===== config.mk =====
export PLATFORM = sky130hd
export DESIGN_NAME = adc_cond
export DESIGN_NICKNAME = d
export VERILOG_FILES = /design/src/rtl/adc_cond_pkg.sv /design/src/rtl/adc_cond_sat_sub.sv /design/src/rtl/adc_cond.sv
export SDC_FILE = /design/constraint.sdc
export NUM_CORES = 1
export LEC_CHECK = 0
export BUFFER_PORTS_ARGS = -buffer_cell sky130_fd_sc_hd__buf_2
export CORE_MARGIN = 2
export CORE_UTILIZATION = 45
export CTS_CLUSTER_SIZE = 12
export DETAILED_ROUTE_END_ITERATION = 16
export GPL_TIMING_DRIVEN = 0
export PLACE_DENSITY = 0.65
export SYNTH_ARGS = -nofsm -noshare
export SYNTH_HDL_FRONTEND = slang
export SYNTH_SLANG_ARGS = --single-unit
export TNS_END_PERCENT = 100

===== constraint.sdc =====
create_clock -name clk -period 8.52 [get_ports clk]
set_input_delay 1.278 -clock clk [delete_from_list [all_inputs] [get_ports clk]]
set_output_delay 1.278 -clock clk [all_outputs]
set_load 0.05 [all_outputs]

===== src/rtl/adc_cond_pkg.sv =====
// adc_cond_pkg: shared widths, block state and ADC code conversion for adc_cond
package adc_cond_pkg;
  localparam int DW_DEF = 10;
  localparam int AVG_LOG2_DEF = 10;
  typedef enum logic {WARMUP, RUN} state_t;
  function automatic logic [31:0] ob2tc(input logic [31:0] x, input int w);
    return x ^ (32'd1 << (w - 1));
  endfunction
endpackage


===== src/rtl/adc_cond_sat_sub.sv =====
// sat_sub: signed a - b clamped to DW bits, plus |a - b| clamped to 2^(DW-1)
module sat_sub #(
  parameter int DW = 10
) (
  input  logic signed [DW-1:0] a,
  input  logic signed [DW-1:0] b,
  output logic signed [DW-1:0] diff,
  output logic        [DW-1:0] mag
);
  localparam logic [DW:0] LIM = (DW+1)'(1) << (DW - 1);
  logic signed [DW:0] d;
  logic [DW:0] ad;
  always_comb begin
    d = (DW+1)'(a) - (DW+1)'(b);
    ad = d[DW] ? -d : d;
    diff = (d[DW] != d[DW-1]) ? {d[DW], {(DW-1){~d[DW]}}} : d[DW-1:0];
    mag = (ad > LIM) ? LIM[DW-1:0] : ad[DW-1:0];
  end
endmodule


===== src/rtl/adc_cond.sv =====
// adc_cond: ADC capture, offset-binary conversion, block-mean DC removal with saturation,
// and per-block peak / clip-overload statistics.
module adc_cond import adc_cond_pkg::*; #(
  parameter int DW = DW_DEF,
  parameter int AVG_LOG2 = AVG_LOG2_DEF,
  parameter int CLIP_TH = 4
) (
  input  logic                 clk,
  input  logic                 rst_n,
  input  logic                 en,
  input  logic                 clr,
  input  logic [DW-1:0]        data_in,
  output logic signed [DW-1:0] dout,
  output logic                 dout_valid,
  output logic signed [DW-1:0] dc_est,
  output logic                 dc_valid,
  output logic                 block_done,
  output logic [DW-1:0]        peak,
  output logic                 ovl
);
  localparam int AW = DW + AVG_LOG2;
  localparam int CW = $clog2(CLIP_TH + 1);
  logic [DW-1:0] s1;
  logic signed [DW-1:0] s2, diff;
  logic [DW-1:0] mag, pk, pk_nxt;
  logic c2, take, last;
  logic [2:0] v;
  logic signed [AW-1:0] acc, acc_sum;
  logic [AVG_LOG2-1:0] cnt;
  logic [CW-1:0] clip, clip_nxt;
  state_t state, state_nxt;

  sat_sub #(.DW(DW)) u_sub (.a(s2), .b(dc_est), .diff(diff), .mag(mag));

  // c2 marks that the sample now in s2 came from a rail code in s1
  always_ff @(posedge clk or negedge rst_n)
    if (!rst_n) begin
      s1 <= '0;
      s2 <= '0;
      c2 <= 1'b0;
      v <= '0;
      dout <= '0;
    end else begin
      s1 <= data_in;
      s2 <= DW'(ob2tc(32'(s1), DW));
      c2 <= (s1 == '0) || (&s1);
      v <= {v[1:0], 1'b1};
      dout <= diff;
    end

  always_comb begin
    take = v[1] && en;
    last = take && (&cnt);
    acc_sum = acc + AW'(s2);
    pk_nxt = (mag > pk) ? mag : pk;
    clip_nxt = (c2 && clip != CW'(CLIP_TH)) ? clip + CW'(1) : clip;
    state_nxt = clr ? WARMUP : last ? RUN : state;
  end

  always_ff @(posedge clk or negedge rst_n)
    if (!rst_n) state <= WARMUP;
    else state <= state_nxt;

  assign dc_valid = (state == RUN);
  assign dout_valid = v[2];

  always_ff @(posedge clk or negedge rst_n)
    if (!rst_n) begin
      acc <= '0;
      cnt <= '0;
      pk <= '0;
      clip <= '0;
      dc_est <= '0;
      peak <= '0;
      ovl <= 1'b0;
      block_done <= 1'b0;
    end else if (clr) begin
      acc <= '0;
      cnt <= '0;
      pk <= '0;
      clip <= '0;
      dc_est <= '0;
      peak <= '0;
      ovl <= 1'b0;
      block_done <= 1'b0;
    end else begin
      block_done <= last;
      if (last) begin
        dc_est <= DW'(acc_sum >>> AVG_LOG2);
        peak <= pk_nxt;
        ovl <= clip_nxt >= CW'(CLIP_TH);
        acc <= '0;
        cnt <= '0;
        pk <= '0;
        clip <= '0;
      end else if (take) begin
        acc <= acc_sum;
        cnt <= cnt + AVG_LOG2'(1);
        pk <= pk_nxt;
        clip <= clip_nxt;
      end
    end
endmodule


==> results of run 1 <==
==> final cells by class <==
| type | instances | area [um^2] | area share (%) |
|---|---|---|---|
| clock buffers | 12 | 266.5 | 4.172 |
| inverters | 41 | 153.9 | 2.409 |
| clock inverters | 4 | 22.52 | 0.3525 |
| plain buffers | 12 | 50.05 | 0.7834 |
| flip-flops and latches | 100 | 2502 | 39.17 |
| repair buffers | 47 | 260.3 | 4.074 |
| well taps | 168 | 210.2 | 3.290 |
| multi-input cells | 413 | 2923 | 45.75 |
==> how the worst max path moves through the flow <==
stage                         start     to  slack [ns]  cells after the start
after floorplan           dc_est[0]  pk[7]        3.80                     21
after global placement    dc_est[0]  pk[8]        3.28                     21
after detailed placement  dc_est[0]  pk[8]        3.23                     21
after CTS                 dc_est[0]  pk[8]        3.24                     21
after global routing      dc_est[0]  pk[1]        2.78                     22
final                     dc_est[0]  pk[8]        3.19                     21
==> per-layer routing <==
layer  share of wire, %  wire length, um  up-vias
li1                   -                -     2144
met1                 45             5773     2184
met2                 48             6184       93
met3                3.4              441       27
met4                3.1              395        0
met5                  0                0        -
==> layout by cell type (no fill, tap or decap), types with 10 or more instances in the layout <==
cell type  Yosys  layout
nand3_1       14      14
xnor2_1       21      21
a21o_1        10      10
inv_1         40      40
a22o_1        18      18
nand2_1       46      46
nor3_1        11      11
nor2_1        52      52
o21ai_0       30      30
dfrtp_1      100     100
ha_1          43      43
xor2_1        15      15
buf_2          1      46
a21oi_1       34      34
==> worst max-delay path: cells and delay by family, from the launching register on <==
family,cells,cell delay [ns]
adder cells (fa/ha/maj),3,0.96
flip-flops,1,0.43
AO/OA/AOI/OAI,11,2.89
AND/OR/NAND/NOR,5,0.61
buffers and inverters,2,0.37
==> cells in the mapped netlist, drive strengths merged, types with 10 or more instances <==
cell and n:
a21o 10, a21oi 34, a22o 18, dfrtp 100
ha 43, inv 41, nand2 46, nand3 14
nor2 54, nor3 13, o21ai 40, xnor2 22
xor2 15
==> power breakdown <==
| group | internal, W | switching [W] |
|---|---|---|
| Combinational | 0.0000948 | 0.000167 |
| Sequential | 0.000499 | 0.0000159 |
| Clock | 0.000221 | 0.000178 |
==> registers in the layout, summed over array words and instances (netlist names) <==
name,cells
acc,20
s2,10
v,3
clip,3
block_done,1
dc_valid,1
c2,1
cnt,10
pk,10
dout,10
peak,10
ovl,1
s1,10
dc_est,10
==> stage by stage <==
stage / setup slack (ns) / std cells / total power (W) / util, %
6_report: 3.193 / 797 / 0.001176 / 52.75
5_1_grt: 2.780 / 797 / 0.001241 / 52.75
4_1_cts: 3.239 / 797 / 0.001186 / 52.75
3_5_place_dp: 3.232 / 781 / 0.0007845 / 50.36
3_3_place_gp: 3.285 / 780 / 0.0007745 / 50.11
2_1_floorplan: 3.801 / 566 / 0.0007168 / -
==> kinds of logic (layout without fill, tap and decap cells) <==
group,after synthesis,count (layout),synth area share (%)
AOI/OAI and AO/OA,159,159,20.94
adders and majority gates,47,47,10.62
xor gates and xnor gates,37,37,5.890
buffers and inverters,53,116,3.623
and+or+nand+nor,167,167,14.03
muxes,2,2,0.3779
DFF,100,100,44.45
other,1,1,0.06662
==> impl_results.md, run 1 <==
- Slew @ Worst Pin: 0.8829 ns
- Longest Clk Path Bufs: 2
- Max-slew headroom: 40.92%
- Largest net degree at the start of global routing: 54
- Netlist cell types: 71
- Initial Util: 46.48%
- Die extent in x: 115.8 um
- Hold slack: 0.3472 ns
- Hold Violations, Final: 0
- Final setup vio count: 0
- Worst path slowest cell: o21ai_1
- Area after DPL: 0.006100 mm^2
- Syn Area/Cell: 9.945 um^2
- P&R area growth vs syn: 13.49%
- Number of top-level pins: 48
- Die height: 115.8 um
- Residual DRC count: 0
- Gr usage total: 20.45%
- Root cell of the clock tree: clkbuf_16
- Max cap viols: 0
- Fmax achieved: 187.7 MHz
- Grt met2 use: 34.07%
- H-tree lvl count: 3
- Ys Warns: 0
- Routed WL per cell: 16.05 um
- CTS sink cnt: 100
- First-pass GRT wire length: 21,160 um
- Hold Path Depth: 0
- CP Capture Type: flip-flop
- HP Class: flip-flop to flip-flop
- Initial DRC count: 181
- Post-synth EDFFs: 0
- CTS resizes: 0
- RSZ-0062 raised after global routing: no
- Cts hold-fix bufs: 0
- TritonCTS clock tree: yes
- CTS buffer count: 9
- Top Usage Layer GRT: met2
- Net count after synthesis: 625
- FF-to-FF Start: dc_est[0]
- Flop2flop setup slack: 3.19 ns
- Vias in the first global route: 4,415
- 1st-pass router iterations: 6
- Worst hold endpoint: v[1]
- Asr flop ratio synth: 100.0%
- Port Buf Inserts: 46
- Primary FF master, synth: dfrtp_1
- Critical path's largest stage delay: 0.68 ns
- Ant diodes: 0
- Final setup skew: 0.01164 ns
- Post-Syn Area: 0.005629 mm^2
- Vias: 4,448
- Post-CTS setup buffer count: 0
- Die area: 0.01342 mm^2
- Tcrit/Tclk final: 62.52%
- Critical Path Fanout Max: 10
- Worst R2R End: pk[8]
- Initial antenna violation count: 0
- Maximum vdd drop: 0.1193 mV
- Post-layout min period: 5.327 ns
- Nets: 683
- Final WL: 12,790 um
- Worst Path Required: 8.81 ns
- CORE AREA: 0.01211 mm^2
- Cell taking the most area after synthesis: dfrtp_1
- Ranking of synthesized cells by area: dfrtp_1 44%, ha_1 9.6%, nor2_1 3.5%
- Sequential share of the synthesized area: 44.45%
- GP Congestion: 0.8742
- Clk slew on worst S/H paths: 0.07 ns
- ANT nets after route: 0
- Grt ovf: 0
- Layout fillers: 1,158
- R2r worst-path depth: 21
- Hold Crit Start: v[0]
- Grt met1 use: 25.77%
- Mapped Cells: 566
- Setup TNS: 0 ns
- FF+latch count, synth: 100
- Met3 track demand over resource: 3.609%
- CP Class: flip-flop to flip-flop
- Post-DP HPWL: 9578 um
- PD cells: 184.0 mW/mm^2
- Synth top area share: 44.45%
- CP startpoint kind: flip-flop
- Design Area, Final: 0.006389 mm^2
- Crit path DAT: 5.61 ns
- Static Leak: 2.958 nW
- Drt via density: 5.581
- Clock Latency Late Sink: 0.36 ns
- Layout cell share with drive strength beyond 1: 15.74%
- CP Cell Sequence: ha_1 -> fa_1 -> nor2b_1 -> o211ai_1 -> a32oi_2 -> nand2_1 -> a22oi_4 -> inv_2 -> and2_4 -> a2bb2oi_2 -> buf_4 -> nor2_1 -> ha_1 -> a21o_1 -> a21o_1 -> a21oi_1 -> nor2_1 -> a2111oi_0 -> a31oi_1 -> o21ai_1 -> a22o_1
- Pins Over Slew Limit: 0
- Status: finished clean
- Number of core rows: 40
Power figures use the tool's default switching activity.
==> run 2: changes to the inputs <==
- clock period: 8.52 -> 5.4 ns (I/O delays scaled with it)
==> run 2 against run 1 <==
Net effect: final cell count did not move; power rose by 58%; core utilization rose by 0.24 points; register-to-register slack got worse by 2.8 ns; via count fell by 0.22%; flip-flop and latch count did not move; sequential power rose by 58%; clock skew barely moved; critical path type unchanged; largest power group unchanged.
==> impl_results.md, run 2 (synthesized netlist as in run 1, its figures left out) <==
- Number of top-level pins: 48 (unchanged)
- Clock Latency Late Sink: 0.36 ns (about the same)
- Maximum vdd drop: 0.1884 mV (+58%)
- Crit path max-delay family: compound AO/OA/AOI/OAI gates
- Critical path's largest stage delay: 0.43 ns (-0.25 ns)
- Final setup skew: 0.01195 ns (+0.0003083 ns)
- Post-layout min period: 5.019 ns (-0.3080 ns)
- 1st-pass router iterations: 4 (-2)
- Die height: 115.8 um (unchanged)
- Switching power total: 0.0005739 W (+59%)
- Setup TNS: 0 ns (unchanged)
- Ant diodes: 0 (unchanged)
- HP Class: flip-flop to flip-flop
- Net Sw Frac: 30.81% (+0.10 points)
- Die area: 0.01342 mm^2 (unchanged)
- TritonCTS clock tree: yes
- H-tree lvl count: 3 (unchanged)
- CP Capture Type: flip-flop
- Initial Util: 46.48% (unchanged)
- CP startpoint kind: flip-flop
- Most frequent cells in the layout: 100 x dfrtp_1, 51 x nor2_1, 46 x buf_2, 46 x nand2_1, 43 x ha_1
- Nets: 683 (unchanged)
- Register with the most flip-flops: acc
- Comb power frac: 22.7% (+0.4 points)
- Routed WL per cell: 16.09 um (+0.26%)
- Fmax achieved: 199.2 MHz (+6.1%)
- Die extent in x: 115.8 um (unchanged)
- Worst path slowest cell: dfrtp_1
- Non-filler cells in the finished layout: 797 (unchanged)
- CTS buffer count: 9 (unchanged)
- Vias in the first global route: 4,415 (unchanged)
- Status: finished clean
- Power Internal: 0.001289 W (+58%)
- Drt via density: 5.568 (-0.22%)
- Crit path buf inv count: 2 (unchanged)
- Largest net degree at the start of global routing: 54 (unchanged)
- Initial antenna violation count: 0 (unchanged)
- CP Class: flip-flop to flip-flop
- Hold Violations, Final: 0 (unchanged)
- CP Cell Sequence: ha_1 -> fa_1 -> nor2b_1 -> o211ai_1 -> a32oi_2 -> nand2_1 -> a22oi_4 -> inv_2 -> and2_4 -> a2bb2oi_2 -> buf_4 -> nor2_1 -> ha_1 -> a21o_1 -> a21o_1 -> a21oi_1 -> nor2_1 -> a2111oi_1 -> a31oi_2 -> mux2_2 -> a211oi_2
- Max reg flops: 20 (unchanged)
- P&R area growth vs syn: 14.00%
- Pins Over Slew Limit: 0 (unchanged)
- Final setup vio count: 0 (unchanged)
- Commonest non-fill, non-tap cell in the layout: dfrtp_1
- First-pass GRT wire length: 21,160 um (unchanged)
- ANT nets after route: 0 (unchanged)
- Longest Clk Path Bufs: 2 (unchanged)
- Root cell of the clock tree: clkbuf_16
- Static Leak: 2.967 nW (+0.29%)
- Initial DRC count: 203 (+12%)
- Worst Path Required: 5.67 ns (-3.14 ns)
- Layout cell share with drive strength beyond 1: 16.38% (+0.64 points)
- Port Buf Inserts: 46 (unchanged)
- Cts hold-fix bufs: 0 (unchanged)
- Vias: 4,438 (-0.22%)
- Slew @ Worst Pin: 0.8986 ns (+0.01571 ns)
- Grt ovf: 0 (unchanged)
- Seq pwr share: 43.6% (-0.2 points)
- # placed instances: 781 (unchanged)
- Tcrit/Tclk final: 92.94% (+30 points)
- Gr usage total: 20.45% (unchanged)
- Hold slack: 0.3473 ns (+0.00009500 ns)
- Max cap viols: 0 (unchanged)
- Crit path DAT: 5.29 ns (-0.32 ns)
- Clk slew on worst S/H paths: 0.06 ns (about the same)
- Number of core rows: 40 (unchanged)
- Final WL: 12,830 um (+0.26%)
- Max-slew headroom: 39.87% (-1.1 points)
- Residual DRC count: 0 (unchanged)
- Clock power share: 33.7% (-0.2 points)
- Post-DP HPWL: 9578 um (unchanged)
- CORE AREA: 0.01211 mm^2 (unchanged)
- Critical Path Fanout Max: 10 (unchanged)
- GP Congestion: 0.8742 (unchanged)
- CTS sink cnt: 100 (unchanged)
- PD cells: 290.2 mW/mm^2 (+58%)
run 2: metal layers:
| layer | global-route usage [%] | vias to the layer above | routed length (um) |
|---|---|---|---|
| li1 | - | 2141 | - |
| met1 | 25.77 | 2169 | 5717 |
| met2 | 34.07 | 101 | 6235 |
| met3 | 3.609 | 27 | 486 |
| met4 | 10.08 | 0 | 387 |
| met5 | 0 | - | 0 |
run 2: metrics by stage:
step	utilization (%)	power, W	setup slack (ns)	cell area, um^2
detailed placement	50.36	0.001238	0.1122	6100
global placement	50.11	0.001222	0.1646	6070
finish	52.99	0.001863	0.3810	6417
floorplan	-	0.001131	0.6806	5629
global route	52.99	0.001967	-0.01224	6417
CTS	52.75	0.001872	0.1190	6389
run 2: cell type report:
cell class	instances	area (um^2)
plain buffers	12	50.05
clock buffers	12	266.5
clock inverters	4	22.52
fillers	1154	5694
inverters	41	153.9
multi-input cells	413	2952
flip-flops and latches	100	2502
well taps	168	210.2
repair buffers	47	260.3
run 2: worst paths after layout:
path	slack, ns	cells after the start	startpoint	endpoint
worst max-delay path	0.38	21	dc_est[0]	peak[0]
worst min register to register	0.35	0	v[0]	v[1]
max in group asynchronous	4.23	2	rst_n	s1[7]
worst max register to register	0.38	21	dc_est[0]	peak[0]
min in group asynchronous	0.49	1	rst_n	acc[16]
worst min-delay path	0.35	0	v[0]	v[1]
run 2: timing repair:
action	CTS	global route
resized for setup	0	6
endpoints found under the hold margin	0	0
setup buffers	0	0
setup endpoints to repair	0	15
run 2: worst register-to-register path, delay by kind of cell (launching register included):
| family | cells | cell delay (ns) |
|---|---|---|
| mux | 1 | 0.36 |
| buf+inv | 2 | 0.37 |
| fa+ha+maj | 3 | 0.96 |
| flops | 1 | 0.43 |
| compound gates | 10 | 2.20 |
| simple gates | 5 | 0.62 |
run 2: power groups by stage:
| stage | logic (W) | registers, W | clock network (W) |
|---|---|---|---|
| after CTS | 0.000413 | 0.000813 | 0.000646 |
| after global placement | 0.000397 | 0.000825 | 0 |
| after global routing | 0.000467 | 0.000817 | 0.000683 |
| after detailed placement | 0.000411 | 0.000826 | 0 |
| after floorplan | 0.000271 | 0.000860 | 0 |
| final | 0.000422 | 0.000813 | 0.000628 |
